<file path="src/rtl/mutative_dfp_arbiter_pkg.sv">
`default_nettype none
// ---------------------------------------------------------------------------
// Package : mutative_types
// Shared types and constants for the mutative cache memory-port arbiter.
// Rev     : 1.0
// ---------------------------------------------------------------------------
package mutative_types;

  typedef enum logic [0:0] {
    ARB_IDLE = 1'b0,
    ARB_BUSY = 1'b1
  } arb_state_t;

  function automatic int line_offset_bits(input int line_width);
    return $clog2(line_width / 8);
  endfunction

  localparam int LINE_OFFSET_BITS = line_offset_bits(256);

endpackage
`default_nettype wire

</file>
<file path="src/rtl/mutative_dfp_arbiter_rr_picker.sv">
`default_nettype none
// ---------------------------------------------------------------------------
// Module : rr_picker
// Combinational round-robin encoder; search begins one past the last winner.
// Rev    : 1.0
// ---------------------------------------------------------------------------
module rr_picker #(
  parameter int NUM_PORTS = 2,
  parameter int IDX_W     = (NUM_PORTS > 1) ? $clog2(NUM_PORTS) : 1
) (
  input  logic [NUM_PORTS-1:0] req,
  input  logic [IDX_W-1:0]     last,
  output logic                 valid,
  output logic [IDX_W-1:0]     idx
);

  int w_cand;

  // Walk farthest-to-nearest so the closest requester after last overwrites.
  always_comb begin
    valid  = |req;
    idx    = '0;
    w_cand = 0;
    for (int k = NUM_PORTS; k >= 1; k--) begin
      w_cand = int'(last) + k;
      if (w_cand >= NUM_PORTS) w_cand = w_cand - NUM_PORTS;
      for (int j = 0; j < NUM_PORTS; j++) begin
        if (j == w_cand && req[j]) idx = IDX_W'(j);
      end
    end
  end

endmodule
`default_nettype wire

</file>
<file path="src/rtl/mutative_dfp_arbiter.sv">
`default_nettype none
// ---------------------------------------------------------------------------
// Module : mutative_dfp_arbiter
// Round-robin share of one line-wide memory port among NUM_PORTS caches.
// Rev    : 1.0
// ---------------------------------------------------------------------------
module mutative_dfp_arbiter
  import mutative_types::*;
#(
  parameter int NUM_PORTS  = 2,
  parameter int ADDR_WIDTH = 32,
  parameter int LINE_WIDTH = 256,
  parameter int CNT_WIDTH  = 32
) (
  input  logic                            clk,
  input  logic                            rst,
  input  logic [NUM_PORTS*ADDR_WIDTH-1:0] req_addr,
  input  logic [NUM_PORTS-1:0]            req_read,
  input  logic [NUM_PORTS-1:0]            req_write,
  input  logic [NUM_PORTS*LINE_WIDTH-1:0] req_wdata,
  output logic [NUM_PORTS*LINE_WIDTH-1:0] req_rdata,
  output logic [NUM_PORTS-1:0]            req_resp,
  output logic [ADDR_WIDTH-1:0]           mem_addr,
  output logic                            mem_read,
  output logic                            mem_write,
  output logic [LINE_WIDTH-1:0]           mem_wdata,
  input  logic [LINE_WIDTH-1:0]           mem_rdata,
  input  logic                            mem_resp,
  output logic [NUM_PORTS*CNT_WIDTH-1:0]  wait_cnt
);

  localparam int C_IDX_W    = (NUM_PORTS > 1) ? $clog2(NUM_PORTS) : 1;
  localparam int C_OFF_BITS = line_offset_bits(LINE_WIDTH);
  localparam logic [ADDR_WIDTH-1:0] C_ADDR_MASK = {ADDR_WIDTH{1'b1}} << C_OFF_BITS;

  arb_state_t             r_state;
  arb_state_t             w_state_nxt;
  logic                   w_launch;
  logic                   w_done;
  logic [NUM_PORTS-1:0]   w_req;
  logic                   w_pick_valid;
  logic [C_IDX_W-1:0]     w_pick_idx;
  logic [C_IDX_W-1:0]     r_grant_idx;
  logic [C_IDX_W-1:0]     r_last_grant;
  logic [ADDR_WIDTH-1:0]  w_sel_addr;
  logic [LINE_WIDTH-1:0]  w_sel_wdata;
  logic                   w_sel_wr;
  logic [ADDR_WIDTH-1:0]  r_mem_addr;
  logic [LINE_WIDTH-1:0]  r_mem_wdata;
  logic                   r_mem_read;
  logic                   r_mem_write;

  assign w_req = req_read | req_write;

  rr_picker #(
    .NUM_PORTS (NUM_PORTS),
    .IDX_W     (C_IDX_W)
  ) u_rr_picker (
    .req   (w_req),
    .last  (r_last_grant),
    .valid (w_pick_valid),
    .idx   (w_pick_idx)
  );

  // A port asserting both read and write is treated as a write.
  always_comb begin
    w_sel_addr  = '0;
    w_sel_wdata = '0;
    w_sel_wr    = 1'b0;
    for (int j = 0; j < NUM_PORTS; j++) begin
      if (w_pick_idx == C_IDX_W'(j)) begin
        w_sel_addr  = req_addr[j*ADDR_WIDTH +: ADDR_WIDTH];
        w_sel_wdata = req_wdata[j*LINE_WIDTH +: LINE_WIDTH];
        w_sel_wr    = req_write[j];
      end
    end
  end

  always_ff @(posedge clk) begin
    if (rst) r_state <= ARB_IDLE;
    else     r_state <= w_state_nxt;
  end

  always_comb begin
    w_state_nxt = r_state;
    w_launch    = 1'b0;
    w_done      = 1'b0;
    case (r_state)
      ARB_IDLE: if (w_pick_valid) begin
        w_launch    = 1'b1;
        w_state_nxt = ARB_BUSY;
      end
      ARB_BUSY: if (mem_resp) begin
        w_done      = 1'b1;
        w_state_nxt = ARB_IDLE;
      end
      default: w_state_nxt = ARB_IDLE;
    endcase
  end

  always_ff @(posedge clk) begin
    if (rst) begin
      r_mem_addr   <= '0;
      r_mem_wdata  <= '0;
      r_mem_read   <= 1'b0;
      r_mem_write  <= 1'b0;
      r_grant_idx  <= '0;
      r_last_grant <= C_IDX_W'(NUM_PORTS - 1);
    end else if (w_launch) begin
      r_mem_addr   <= w_sel_addr & C_ADDR_MASK;
      r_mem_wdata  <= w_sel_wdata;
      r_mem_read   <= ~w_sel_wr;
      r_mem_write  <= w_sel_wr;
      r_grant_idx  <= w_pick_idx;
      r_last_grant <= w_pick_idx;
    end else if (w_done) begin
      r_mem_read   <= 1'b0;
      r_mem_write  <= 1'b0;
    end
  end

  assign mem_addr  = r_mem_addr;
  assign mem_wdata = r_mem_wdata;
  assign mem_read  = r_mem_read;
  assign mem_write = r_mem_write;
  assign req_rdata = {NUM_PORTS{mem_rdata}};

  always_comb begin
    req_resp = '0;
    for (int j = 0; j < NUM_PORTS; j++) begin
      req_resp[j] = w_done && (r_grant_idx == C_IDX_W'(j));
    end
  end

  // The winning cycle and the port's own busy window are not counted as waiting.
  for (genvar gi = 0; gi < NUM_PORTS; gi++) begin : g_wait
    logic                 w_inc;
    logic [CNT_WIDTH-1:0] r_cnt;

    assign w_inc = w_req[gi]
                && !((r_state == ARB_BUSY) && (r_grant_idx == C_IDX_W'(gi)))
                && !(w_launch && (w_pick_idx == C_IDX_W'(gi)));

    always_ff @(posedge clk) begin
      if (rst)                           r_cnt <= '0;
      else if (w_inc && (r_cnt != '1))   r_cnt <= r_cnt + 1'b1;
    end

    assign wait_cnt[gi*CNT_WIDTH +: CNT_WIDTH] = r_cnt;
  end

  a_no_rw_conflict: assert property (@(posedge clk) disable iff (rst) !(|(req_read & req_write)));

endmodule
`default_nettype wire

</file>
<file path="config.mk">
export PLATFORM = sky130hd
export DESIGN_NAME = mutative_dfp_arbiter
export DESIGN_NICKNAME = d
export VERILOG_FILES = /design/src/rtl/mutative_dfp_arbiter_pkg.sv /design/src/rtl/mutative_dfp_arbiter_rr_picker.sv /design/src/rtl/mutative_dfp_arbiter.sv
export SDC_FILE = /design/constraint.sdc
export NUM_CORES = 1
export LEC_CHECK = 0
export ABC_CLOCK_PERIOD_IN_PS = 2900
export CORE_AREA = 2 2 657 659
export DETAILED_ROUTE_END_ITERATION = 10
export DIE_AREA = 0 0 659 661
export SYNTH_ARGS = -nofsm -noshare
export SYNTH_HDL_FRONTEND = slang
export SYNTH_HIERARCHICAL = 1
export SYNTH_SLANG_ARGS = --single-unit
</file>
<file path="constraint.sdc">
create_clock -name clk -period 2.9 [get_ports clk]
set_clock_uncertainty 0.2 [all_clocks]
set_input_delay 0.58 -clock clk [delete_from_list [all_inputs] [get_ports clk]]
set_output_delay 0.58 -clock clk [all_outputs]
set_load 0.02 [all_outputs]
</file>
==> metrics.yaml, run 1 <==
floorplanning:
  die_x_um: 659
  die_height_um: 661
  rows: 241
  dieArea_um2: 436000
  core-area_um2: 429000
  io_pins: 1707
  start_util: 0.0453
grt:
  overflow: 0
  grt_max_degree: 68
  grt_pass1_vias: 17300
  grt_pass1_wl_um: 297000
  grt_usage: 0.115
  antenna_found_initial: 201
drt:
  via_per_inst: 2.29
  drt-total-wl_um: 261000
  highest_layer: "met5"
  wl_met3_um: 53200
  wirelength_met1_um: 78800
  final_antenna_net_count: 0
  drc: 0
  wl_met2_um: 116000
  first_iter_violations: 1328
  drt_pass1_iterations: 5
  vias: 19300
  wl_per_cell_um: 30.9
layout:
  drive_gt1_frac: 0.128
  instances_no_fill: 8449
  final_area_um2: 34500
  final_common_cell: "clkdlybuf4s50_1"
  area_delta_synth_final_pct: 77.3
  nNetsFinal: 3495
  mostFrequentLayoutCells: "clkdlybuf4s50_1 (818), nor2_1 (355), dfxtp_1 (352), a211oi_1 (285), mux2i_1 (283)"
synthesis:
  netlist_area_um2: 19400
  synthMuxAreaShare: 0.147
  ys_seq_area_frac: 0.363
  synth_top_flop_cell: "dfxtp_1"
  synth_edf_count: 0
  ys_seq_elements: 352
  synthArstFlopShare: 0
  synth_top_family_by_area: "buffers and inverters"
  synth_compound_area_frac: 0.121
  synthAdderAreaFrac: 0.00129
  synth_cell_type_count: 46
  yosys.area_share.simple: 0.116
  syn_inst: 2188
  yosys_warnings: 6
  syn_avg_cell_area_um2: 8.88
  synthXorXnorAreaFrac: 0.0230
pwr:
  ir_drop_v: 0.000420
  power.density_nw_per_um2: 498
  power.leakage_nw: 11.1
cts:
  clk_pin_slew_worst_paths_ps: 60
  cts-root-buf: "clkbuf_16"
  cts_inserted_buffers: 49
  cts_sinks: 352
  clockBufferDepth: 3
  htreeDepth: 2
  post_cts_buffers: 0
  hold_buffers: 0
  insertion_delay_ps: 660
  cts_tree: "built"
worst_setup_path:
  worstReg2RegEnd: "g_wait[1].r_cnt[30]$_SDFFE_PP0P_"
  cp_max_fo: 2
  r2r_cells: 8
  crit_type: "reg -> out"
  cp_slowest_stage_delay_ps: 1000
  crit_slowest_cell: "clkdlybuf4s50_1"
  crit_path_cell_trace: "clkdlybuf4s50_1"
  cp.required_ps: 2120
  crit_arrival_ps: 2050
  critPathLaunch: "mem_wdata[19]$_SDFFE_PP0P_"
  ff2ff_setup_slack_ps: 430
  critPathCapture: "mem_wdata[19]"
  end_kind: "output port"
  crit_family: "buffers and inverters"
  critPathLaunchType: "register"
  crit_cells: 1
  r2r-start: "g_wait[1].r_cnt[1]$_SDFFE_PP0P_"
  path_buf_inv: 1
placed_design:
  port_buffers: 923
  dp_hpwl_um: 240000
  gp_congestion: 1.02
  placed_area_um2: 32600
  preCtsSetupSlack_ps: -501
  placedCellCount: 8313
sta:
  fin_ws_ps: 67.9
  rsz0062_at_grt: "no"
  final-setup-viol-count: 0
  slew_viol_final: 0
  hold_ws_ps: 275
  post-route-min-period_ps: 2830
  tns_ps: 0
  slew_headroom: 0.450
  worst_slew_pin_slew_ps: 823
  post-route-period-util: 0.977
  max_freq_mhz: 353
  hold_viol: 0
run:
  cap_violations: 0
run_status:
  outcome: "finished, final reports clean"
worst_hold_path:
  min_path_type: "reg -> reg"
## worst min-delay path by stage
stage                              start                          to  slack [ps]  depth (start not counted)
6_report          mem_write$_SDFFE_PP0P_      mem_write$_SDFFE_PP0P_         280                          2
5_1_grt                              rst  mem_wdata[26]$_SDFFE_PP0P_         230                          2
4_1_cts                              rst  mem_wdata[29]$_SDFFE_PP0P_         190                          2
3_5_place_dp      mem_write$_SDFFE_PP0P_      mem_write$_SDFFE_PP0P_         270                          2
3_3_place_gp      mem_write$_SDFFE_PP0P_      mem_write$_SDFFE_PP0P_         270                          2
2_1_floorplan  r_last_grant$_SDFFE_PP1P_   r_last_grant$_SDFFE_PP1P_         230                          2
## Yosys cell counts (all sizes together), types with 2 or more instances
master	instances	area share
o211a	2	0.0010
nand2b	3	0.00097
nand3	36	0.0093
or3	9	0.0029
buf	542	0.21
mux2i	285	0.15
or4	3	0.0014
or2	3	0.00097
a211oi	286	0.11
xor2	38	0.017
o21ai	7	0.0018
nor2	355	0.069
nor3b	2	0.00077
ha	2	0.0013
xnor2	13	0.0059
a21oi	13	0.0033
dfxtp	352	0.36
a31oi	3	0.0013
and4	7	0.0032
nand4	30	0.010
nor3	17	0.0049
clkbuf	116	0.022
and3	13	0.0042
inv	4	0.00077
and2	3	0.00097
nand2	30	0.0058
nor4	4	0.0016
## logic make-up (layout without fill, tap and decap cells)
kind of cell / after synthesis / after routing
AND/OR/NAND/NOR: 517 / 517
XOR/XNOR: 51 / 51
buffers and inverters: 662 / 1163
adder cells (fa/ha/maj): 2 / 2
flip-flops: 352 / 352
AO/OA/AOI/OAI: 317 / 317
multiplexers: 286 / 286
other: 1 / 51
## sequential cells by signal, summed over array words and instances (netlist names)
signal        cells
mem_wdata       256
g_wait.r_cnt     64
mem_addr         27
mem_read          1
mem_write         1
r_grant_idx       1
r_last_grant      1
r_state           1
## per-stage QoR
step,total power [W],util
floorplan,0.00835,-
global placement,0.0108,0.0761
detailed placement,0.0108,0.0761
CTS,0.0176,0.0800
global route,0.0179,0.0801
finish,0.0172,0.0803
## where the power goes
part           switching (W)  total (W)  internal [W]
Combinational        0.00292    0.00505       0.00213
Clock                0.00281    0.00658       0.00377
Sequential          0.000270    0.00553       0.00526
## area by class of cell
type	count	area, µm²
flip-flops and latches	352	7050
fillers	50100	395000
clock inverters	23	297
multi-input cells	1178	7980
repair buffers	1069	10500
clock buffers	67	1400
well taps	5710	7140
diodes	46	115
inverters	4	15.0
## routing by layer
metal / GRT usage / vias to the layer above
met1: 0.101 / 8525
met4: 0.0429 / 134
met3: 0.107 / 669
met2: 0.182 / 1896
li1: - / 8098
met5: 0.00532 / -
## timing repair
action / in CTS / in global routing
gates resized for setup: 4 / 1
setup endpoints to repair: 4 / 1
endpoints found under the hold margin: 0 / 0
gates cloned: 0 / 0
Power figures use the tool's default switching activity.
==> run 2, diff against run 1 <==
--- a/config.mk
+++ b/config.mk
@@ -7,8 +7,10 @@
 export LEC_CHECK = 0
 export ABC_CLOCK_PERIOD_IN_PS = 2900
 export CORE_AREA = 2 2 657 659
+export CTS_CLUSTER_SIZE = 20
 export DETAILED_ROUTE_END_ITERATION = 10
 export DIE_AREA = 0 0 659 661
+export REMOVE_ABC_BUFFERS = 1
 export SYNTH_ARGS = -nofsm -noshare
 export SYNTH_HDL_FRONTEND = slang
 export SYNTH_HIERARCHICAL = 1
==> metrics.yaml, run 2 (synthesis results as in run 1) <==
grt:
  antenna_found_initial: 283  # +41%
  grt_use_met2: 0.245  # +0.0637
  grt_pass1_wl_um: 447000  # +51%
  top_usage_layer: "met3"
  grt_max_degree: 97  # +43%
  overflow: 0  # unchanged
  grt_pass1_vias: 17500  # +0.87%
  grt_usage: 0.181  # +0.0668
  met3_usage: 0.270  # +0.162
  use_met1: 0.127  # +0.0262
worst_setup_path:
  crit_family: "buffers and inverters"
  end_kind: "output port"
  critPathLaunchType: "register"
  path_buf_inv: 1  # unchanged
  crit_arrival_ps: 2010  # -40 ps
  cp_max_fo: 2  # unchanged
  crit_slowest_cell: "clkdlybuf4s50_1"
  cp_slowest_stage_delay_ps: 920  # -80 ps
  crit_type: "reg -> out"
  crit_path_cell_trace: "clkdlybuf4s50_1"
  cp.required_ps: 2120  # about the same
placed_design:
  gp_congestion: 1.05  # +2.0%
  dp_hpwl_um: 372000  # +55%
  preCtsSetupSlack_ps: -794  # -294 ps
  port_buffers: 923  # unchanged
sta:
  fin_ws_ps: 111  # +42.7 ps
  final-setup-viol-count: 0  # unchanged
  max_freq_mhz: 358  # +1.5%
  hold_viol: 0  # unchanged
  post-route-period-util: 0.962  # -0.0147
  worst_slew_pin_slew_ps: 862  # +38.9 ps
  post-route-min-period_ps: 2790  # -42.7 ps
  slew_headroom: 0.423  # -0.0275
  tns_ps: 0  # unchanged
  slew_viol_final: 0  # unchanged
drt:
  vias: 21600  # +12%
  drt-total-wl_um: 410000  # +57%
  final_antenna_net_count: 0  # unchanged
  first_iter_violations: 1818  # +37%
  via_per_inst: 2.57  # +12%
  drc: 0  # unchanged
  wl_per_cell_um: 48.7  # +58%
  drt_pass1_iterations: 5  # unchanged
worst_hold_path:
  min_path_type: "in -> reg"
pwr:
  ir_drop_v: 0.000455  # +8.4%
  swShare: 0.331  # -0.0179
  design_power_total_w: 0.0169  # -1.7%
  power.density_nw_per_um2: 491  # -1.5%
  power_frac_seq: 0.325  # +0.003
  p_clk_frac: 0.405  # +0.021
  power.leakage_nw: 11.0  # -1.4%
  switchingPower_w: 0.00559  # -6.8%
  intPower_w: 0.0113  # +0.99%
  comb_power_share: 0.270  # -0.024
floorplanning:
  core-area_um2: 429000  # unchanged
  dieArea_um2: 436000  # unchanged
  start_util: 0.0453  # unchanged
  rows: 241  # unchanged
  io_pins: 1707  # unchanged
  die_x_um: 659  # unchanged
  die_height_um: 661  # unchanged
cts:
  clk_pin_slew_worst_paths_ps: 60  # about the same
  insertion_delay_ps: 700  # +40 ps
  htreeDepth: 2  # unchanged
  cts-root-buf: "clkbuf_16"
  cts_tree: "built"
  clockBufferDepth: 3  # unchanged
  cts_inserted_buffers: 51  # +4.1%
  cts_sinks: 352  # unchanged
layout:
  drive_gt1_frac: 0.105  # -0.0229
  area_delta_synth_final_pct: 76.9
  mostFrequentLayoutCells: "clkdlybuf4s50_1 (857), nor2_1 (355), dfxtp_1 (352), mux2i_1 (285), a211oi_1 (285)"
  nNetsFinal: 3472  # -0.66%
  final_common_cell: "clkdlybuf4s50_1"
  largest_reg_flops: 256  # unchanged
run:
  cap_violations: 0  # unchanged
run_status:
  outcome: "finished, final reports clean"
[run 2: final cells by class]
class / count / area (µm²)
Clock buffer: 68 / 1430
Tap cell: 5710 / 7140
Antenna cell: 40 / 100
Timing Repair Buffer: 1044 / 10300
Clock inverter: 24 / 307
Multi-Input combinational cell: 1178 / 7990
Fill cell: 50000 / 395000
Inverter: 4 / 15.0
Sequential cell: 352 / 7050
[run 2: metrics by stage]
stage / instance area [µm²] / cells / hold WS (ps) / utilization
floorplan: 15000 / 1534 / 225 / -
global placement: 32500 / 8287 / 261 / 0.0757
detailed placement: 32500 / 8287 / 268 / 0.0757
CTS: 34200 / 8380 / 175 / 0.0798
global route: 34300 / 8408 / 251 / 0.0800
finish: 34400 / 8420 / 268 / 0.0801
[run 2: power groups by stage]
stage               combinational (W)  sequential [W]  clock [W]
global route                  0.00481         0.00553    0.00719
finish                        0.00456         0.00548    0.00682
detailed placement            0.00471         0.00558          0
floorplan                     0.00217         0.00603          0
global placement              0.00470         0.00557          0
CTS                           0.00472         0.00548    0.00708
[run 2: path summary, 6_finish.rpt]
kind	startpoint	to	slack (ps)	cells past startpoint
max	mem_wdata[237]$_SDFFE_PP0P_	mem_wdata[237]	110	1
min	req_addr[25]	mem_addr[25]$_SDFFE_PP0P_	270	3
max reg2reg	r_state$_SDFF_PP0_	g_wait[0].r_cnt[31]$_SDFFE_PP0P_	330	8
min reg2reg	mem_write$_SDFFE_PP0P_	mem_write$_SDFFE_PP0P_	280	2
[run 2: per-layer routing]
metal,routed length (µm),up-vias
met2,156000,3226
li1,-,8067
met5,10900,-
met1,103000,9282
met3,125000,761
met4,14500,293
[run 2: timing repair]
action,CTS,global route
hold buffers,1,0
pin swaps,0,2
gates cloned,0,0
setup endpoints to repair,4,6
gates resized for setup,4,8
buffers inserted,0,0
hold endpoints to repair,2,0
